===== src/rtl/pegasus_pkt_pkg.sv =====
// Shared definitions for the packet arbiter slice: FSM state encoding,
// statistics counter width and saturating counter arithmetic.
package pegasus_pkt_pkg;

  localparam int unsigned CNT_W = 8;

  typedef enum logic [1:0] {
    ST_IDLE  = 2'd0,
    ST_BUSY  = 2'd1,
    ST_ABORT = 2'd2
  } arb_state_e;

  // Add inc to cnt, clamping at all-ones instead of wrapping.
  function automatic logic [CNT_W-1:0] sat_add(input logic [CNT_W-1:0] cnt,
                                               input logic [CNT_W-1:0] inc);
    logic [CNT_W:0] sum;
    sum = {1'b0, cnt} + {1'b0, inc};
    return sum[CNT_W] ? {CNT_W{1'b1}} : sum[CNT_W-1:0];
  endfunction

  // Saturating increment by one.
  function automatic logic [CNT_W-1:0] sat_inc(input logic [CNT_W-1:0] cnt);
    return sat_add(cnt, CNT_W'(1));
  endfunction

endpackage


===== src/rtl/pkt_rr_pick.sv =====
// Combinational rotate-priority picker.
// Ports:
//   req   in   NUM_SRC  request vector
//   last  in   SRC_W    most recently granted source; search starts at last+1
//   gnt   out  SRC_W    first requester at or after last+1 (mod NUM_SRC)
//   any   out  1        at least one request present
module pkt_rr_pick #(
  parameter  int unsigned NUM_SRC = 4,
  localparam int unsigned SRC_W   = $clog2(NUM_SRC)
) (
  input  logic [NUM_SRC-1:0] req,
  input  logic [SRC_W-1:0]   last,
  output logic [SRC_W-1:0]   gnt,
  output logic               any
);

  int unsigned idx;

  // Walk the ring starting just after last; the first hit wins.
  always_comb begin
    gnt = '0;
    any = 1'b0;
    idx = 0;
    for (int unsigned k = 1; k <= NUM_SRC; k++) begin
      idx = (32'(last) + k) % NUM_SRC;
      if (!any && req[SRC_W'(idx)]) begin
        any = 1'b1;
        gnt = SRC_W'(idx);
      end
    end
  end

endmodule


===== src/rtl/pkt_rr_arb.sv =====
// Packet-atomic round-robin arbiter: merges NUM_SRC valid/sop/eop streams into
// one tagged stream, granting whole packets and aborting packets whose source
// stalls mid-packet for TMO_CYC cycles.
// Ports:
//   clk, rst                         clock, async active-high reset
//   src_valid/sop/eop/error [N]      per-source beat qualifiers
//   src_data [N*WIDTH]               source i at [i*WIDTH +: WIDTH]
//   src_ready [N]                    per-source accept
//   out_valid/sop/eop/error/data     merged stream
//   out_src_id [SRC_W]               owner of the current packet
//   out_ready                        downstream ready
//   orphan_cnt, abort_cnt [8]        saturating statistics
module pkt_rr_arb
  import pegasus_pkt_pkg::*;
#(
  parameter  int unsigned NUM_SRC = 4,
  parameter  int unsigned WIDTH   = 32,
  parameter  int unsigned TMO_CYC = 256,
  localparam int unsigned SRC_W   = $clog2(NUM_SRC)
) (
  input  logic                     clk,
  input  logic                     rst,
  input  logic [NUM_SRC-1:0]       src_valid,
  input  logic [NUM_SRC-1:0]       src_sop,
  input  logic [NUM_SRC-1:0]       src_eop,
  input  logic [NUM_SRC-1:0]       src_error,
  input  logic [NUM_SRC*WIDTH-1:0] src_data,
  output logic [NUM_SRC-1:0]       src_ready,
  output logic                     out_valid,
  output logic                     out_sop,
  output logic                     out_eop,
  output logic                     out_error,
  output logic [WIDTH-1:0]         out_data,
  output logic [SRC_W-1:0]         out_src_id,
  input  logic                     out_ready,
  output logic [CNT_W-1:0]         orphan_cnt,
  output logic [CNT_W-1:0]         abort_cnt
);

  localparam int unsigned      TMO_W    = $clog2(TMO_CYC) + 1;
  localparam logic [SRC_W-1:0] LAST_RST = SRC_W'(NUM_SRC - 1);

  arb_state_e       state_q, state_d;
  logic [SRC_W-1:0] gnt_q, gnt_d;
  logic [SRC_W-1:0] last_q, last_d;
  logic [TMO_W-1:0] tmo_q, tmo_d;
  logic [CNT_W-1:0] orphan_q, orphan_d;
  logic [CNT_W-1:0] abort_q, abort_d;

  logic [NUM_SRC-1:0] req;
  logic [NUM_SRC-1:0] orphan;
  logic [CNT_W-1:0]   orphan_pc;
  logic [SRC_W-1:0]   pick_gnt;
  logic               pick_any;
  logic [WIDTH-1:0]   data_arr [NUM_SRC];

  assign req    = src_valid & src_sop;
  assign orphan = src_valid & ~src_sop;

  // Unpack the flat data bus so the granted beat is a plain array index.
  for (genvar i = 0; i < NUM_SRC; i++) begin : g_data
    assign data_arr[i] = src_data[i*WIDTH +: WIDTH];
  end

  // Number of orphan beats discarded this cycle.
  always_comb begin
    orphan_pc = '0;
    for (int unsigned i = 0; i < NUM_SRC; i++) begin
      orphan_pc = orphan_pc + CNT_W'(orphan[i]);
    end
  end

  pkt_rr_pick #(.NUM_SRC(NUM_SRC)) u_pick (
    .req  (req),
    .last (last_q),
    .gnt  (pick_gnt),
    .any  (pick_any)
  );

  // State and datapath registers.
  always_ff @(posedge clk or posedge rst) begin
    if (rst) begin
      state_q  <= ST_IDLE;
      gnt_q    <= '0;
      last_q   <= LAST_RST;
      tmo_q    <= '0;
      orphan_q <= '0;
      abort_q  <= '0;
    end else begin
      state_q  <= state_d;
      gnt_q    <= gnt_d;
      last_q   <= last_d;
      tmo_q    <= tmo_d;
      orphan_q <= orphan_d;
      abort_q  <= abort_d;
    end
  end

  assign orphan_cnt = orphan_q;
  assign abort_cnt  = abort_q;

  // Next state and stream muxing.
  always_comb begin
    state_d    = state_q;
    gnt_d      = gnt_q;
    last_d     = last_q;
    tmo_d      = tmo_q;
    orphan_d   = orphan_q;
    abort_d    = abort_q;
    src_ready  = '0;
    out_valid  = 1'b0;
    out_sop    = 1'b0;
    out_eop    = 1'b0;
    out_error  = 1'b0;
    out_data   = '0;
    out_src_id = '0;

    case (state_q)
      ST_IDLE: begin
        // Non-sop beats outside a packet are swallowed; sop beats wait for a grant.
        src_ready = orphan;
        orphan_d  = sat_add(orphan_q, orphan_pc);
        tmo_d     = '0;
        if (pick_any) begin
          gnt_d   = pick_gnt;
          last_d  = pick_gnt;
          state_d = ST_BUSY;
        end
      end

      ST_BUSY: begin
        out_valid          = src_valid[gnt_q];
        out_sop            = src_sop[gnt_q];
        out_eop            = src_eop[gnt_q];
        out_error          = src_error[gnt_q];
        out_data           = data_arr[gnt_q];
        out_src_id         = gnt_q;
        src_ready[gnt_q]   = out_ready;
        // Only source-side starvation counts toward the timeout.
        if (src_valid[gnt_q]) begin
          tmo_d = '0;
          if (out_ready && src_eop[gnt_q]) begin
            state_d = ST_IDLE;
          end
        end else if (tmo_q == TMO_W'(TMO_CYC - 1)) begin
          tmo_d   = '0;
          state_d = ST_ABORT;
        end else begin
          tmo_d = tmo_q + TMO_W'(1);
        end
      end

      ST_ABORT: begin
        // Synthetic terminating beat so downstream can drop the packet.
        out_valid  = 1'b1;
        out_eop    = 1'b1;
        out_error  = 1'b1;
        out_src_id = gnt_q;
        if (out_ready) begin
          abort_d = sat_inc(abort_q);
          state_d = ST_IDLE;
        end
      end

      default: state_d = ST_IDLE;
    endcase
  end

endmodule


===== config.mk =====
export PLATFORM = sky130hd
export DESIGN_NAME = pkt_rr_arb
export DESIGN_NICKNAME = d
export VERILOG_FILES = /design/src/rtl/pegasus_pkt_pkg.sv /design/src/rtl/pkt_rr_pick.sv /design/src/rtl/pkt_rr_arb.sv
export SDC_FILE = /design/constraint.sdc
export NUM_CORES = 1
export LEC_CHECK = 0
export CORE_MARGIN = 2
export CORE_UTILIZATION = 25
export CTS_BUF_LIST = sky130_fd_sc_hd__clkbuf_8 sky130_fd_sc_hd__clkbuf_16
export CTS_CLUSTER_DIAMETER = 50
export DETAILED_ROUTE_END_ITERATION = 6
export HOLD_SLACK_MARGIN = 0.03
export PLACE_DENSITY = 0.61
export SLEW_MARGIN = 20
export SYNTH_ARGS = -nofsm -noshare
export SYNTH_HDL_FRONTEND = slang
export SYNTH_HIERARCHICAL = 1
export SYNTH_SLANG_ARGS = --single-unit

===== constraint.sdc =====
create_clock -name clk -period 3.7 [get_ports clk]
set_input_delay 0.74 -clock clk [delete_from_list [all_inputs] [get_ports clk]]
set_output_delay 0.74 -clock clk [all_outputs]
set_load 0.005 [all_outputs]

==> metrics.md <==
| Metric | Value |
|---|---|
| Crit path required time | between 2 and 3 ns |
| Starting density of the core | 0.255 |
| Fill cell count | about 1100 |
| Die W | around 110 microns |
| Total track usage | 0.171 |
| CP arrival | ~2.5 ns |
| CP Capture Type | output port |
| Worst-Skew Late Latency | between 0.2 and 0.3 ns |
| Status | complete, no violations |
| Crit share post-route | 0.868 |
| RSZ-0062 raised after global routing | no |
| Seq/Total Area, Yosys | 0.268 |
| Warnings from Yosys | 6 |
| Post-CTS Hold Buffers | 0 |
| Max Cap Viol | 0 |
| Antenna diodes | 0 |
| Startpoint Class | flop |
| Commonest non-fill, non-tap cell in the layout | clkdlybuf4s50_1 |
| TritonCTS Sinks | 31 |
| Mux contribution to synthesized area | 0.294 |
| Compound-gate portion of the synthesized area | 0.110 |
| Final count of negative-setup-slack endpoints | 0 |
| Hold slack | 0.521 ns |
| FMAX | between 0.3 and 0.4 GHz |
| First-pass GRT wire length | about 17000 microns |
| Slew Viols, Final | 0 |
| Die area | ~0.012 sq mm |
| Largest family of logic cells by synthesized area | multiplexers |
| RR Startpoint | gnt_q[0]$_DFFE_PP0P_ |
| Power Dens Cells | 569 mW/mm^2 |
| Syn-to-layout area delta | 83.0% |
| Cell variety after synth | 42 |
| Worst reg-to-reg path cell count | 4 |
| Vias in the first global route | roughly 3200 |
| Remaining global-route overflow | 0 |
| Minimum clock period | between 3 and 4 ns |
| Post-Synth Simple-Gate Area | 0.217 |
| Synth Cell Area | about 0.0029 sq mm |
| XOR/XNOR share of the synthesized area | 0.0241 |
| Most frequent cells in the layout | clkdlybuf4s50_1 (204), and2_1 (40), mux4_2 (36) |
| Share of cells above drive strength 1 | 0.125 |
| CTS root buf | clkbuf_16 |
| Final hold viol count | 0 |
| CTS H-tree lvls | 2 |
| Drt wl/cell | about 17 microns |
| Post-Synth Adder-Cell Area | 0.0466 |
| Pin count of the biggest net entering global routing | 42 |
| CTS buffer count | 5 |
| DRC | 0 |
| Critical path class | flop to output port |
| Hold Crit Start | tmo_q[8]$_DFFE_PP0P_ |
| Router iterations before antenna repair | 4 |
| Syn_nets | 439 |
| CP max FO | 24 |
| ANT nets after route | 0 |
| Vias/cell | slightly below 5 |
| Layout Nets | 642 |
| Post-DP HPWL | just under 9000 microns |
| Worst Skew | between 0.005 and 0.006 ns |
| Main synth FF type | dfrtp_1 |
| Port Buffer Count | approximately 200 |
| Sequential cell area | roughly 800 sq um |
| Post-synth EDFFs | 0 |
| Worst setup path end | out_data[14] |
| Final worst setup slack | a little under 0.5 ns |
| Seq cells post-synth | 31 |
| DRT iter0 DRCs | 150 |
| RePlAce Congestion | slightly below 0.8 |
| CTS resizes | 0 |
| Clock transition at the registers of the reported paths | 0.05 ns |
| WL final | about 11000 microns |
| Die H | 112 microns |
| Cells after synthesis | ~280 |
| Setup slack, reg-to-reg | about 1.3 ns |
| Post-CTS setup buffer count | 0 |
| Vias after detailed routing | 3041 |
| Launch point of the critical path | gnt_q[0]$_DFFE_PP0P_ |
| Measured slew at the worst slew-check pin | approximately 0.9 ns |
| Avg Inst Size Synth | slightly above 10 sq um |
| Antenna violations before repair | 0 |
| Setup_tns | 0 ns |
| Worst vdd ir | 0.387 mV |
| Max clock buf depth | 2 |
| Core area | around 0.011 sq mm |
| Hold Path Class | flop to flop |
| Leak Pwr | between 2 and 2.5 nW |
| IO Pins | just over 200 |
| CTS tree | yes |
| FP Rows | 39 |
| Setup WS pre-CTS | 0.457 ns |
| Area occupied by multi-input gates | 0.00201 sq mm |
| Slew headroom | 0.382 |
| Asr flop ratio synth | 1.00 |
| Worst reg2reg endpoint | state_q[1]$_DFFE_PP0P_ |
cell type report:
type                       instances  area share
tap                              143      0.0337
inverter                          13     0.00919
sequential                        31       0.147
multi-input combinational        224       0.378
clock inverter                     2     0.00660
clock buffer                       6      0.0262
timing repair buffer             211       0.399
through the flow:
step,cell area [sq um],total power [mW],utilization,instances
CTS,5310,3.07,0.467,630
finish,5310,3.02,0.467,630
global placement,5130,2.56,0.452,622
global route,5310,3.26,0.467,630
detailed placement,5130,2.58,0.452,622
floorplan,2900,1.63,-,283
power by group:
part | switching (mW) | internal [mW]
clock network | 0.139 | 0.334
logic | 0.667 | 1.21
registers | 0.227 | 0.441
total | 1.03 | 1.99
synth_stat cells (2+ instances only):
library cell | n | area share
a21o_1 | 5 | 0.013
a21oi_1 | 16 | 0.028
a31oi_1 | 2 | 0.0043
and2_1 | 40 | 0.086
and3_1 | 5 | 0.011
buf_1 | 2 | 0.0026
buf_2 | 3 | 0.0052
clkbuf_1 | 9 | 0.012
dfrtp_1 | 29 | 0.25
dfstp_2 | 2 | 0.018
fa_1 | 3 | 0.021
ha_1 | 6 | 0.026
inv_1 | 13 | 0.017
mux2i_1 | 3 | 0.010
mux4_2 | 36 | 0.28
nand2_1 | 29 | 0.038
nand2b_1 | 8 | 0.017
nand3_1 | 10 | 0.017
nand4_1 | 3 | 0.0065
nor2_1 | 14 | 0.018
nor2b_1 | 4 | 0.0086
o21a_1 | 2 | 0.0052
o21ai_0 | 11 | 0.019
o22ai_1 | 2 | 0.0043
o32ai_1 | 2 | 0.0060
or3_1 | 2 | 0.0043
xnor2_1 | 4 | 0.012
xor2_1 | 4 | 0.012
worst min-delay path by stage:
stage	endpoint	depth (start not counted)
finish	tmo_q[8]$_DFFE_PP0P_	2
global route	tmo_q[8]$_DFFE_PP0P_	2
CTS	tmo_q[1]$_DFFE_PP0P_	2
detailed placement	tmo_q[1]$_DFFE_PP0P_	2
global placement	tmo_q[1]$_DFFE_PP0P_	2
floorplan	tmo_q[1]$_DFFE_PP0P_	2
layer usage:
layer	share of wire	global-route usage	up-vias
li1	-	-	1439
met2	0.52	0.322	113
met5	0	0	-
met1	0.40	0.202	1481
met4	0.0083	0.0263	0
met3	0.063	0.0397	8
worst max-delay path, stage by stage, from the launching register on:
cell	delay [ns]
dfrtp_2	0.83
buf_12	0.23
mux4_2	0.49
and2_1	0.17
clkdlybuf4s50_1	0.48
cell families after synthesis:
group,Yosys count
xor gates and xnor gates,8
muxes,40
buffers and inverters,28
DFF,31
AOI/OAI and AO/OA,48
and+or+nand+nor,119
adders and majority gates,9
flip-flops by register name, summed over array words and instances (netlist names):
signal      cells
tmo_q           9
abort_cnt       8
orphan_cnt      8
gnt_q           2
last_q          2
state_q         2
(Power assumes the default switching activity.)
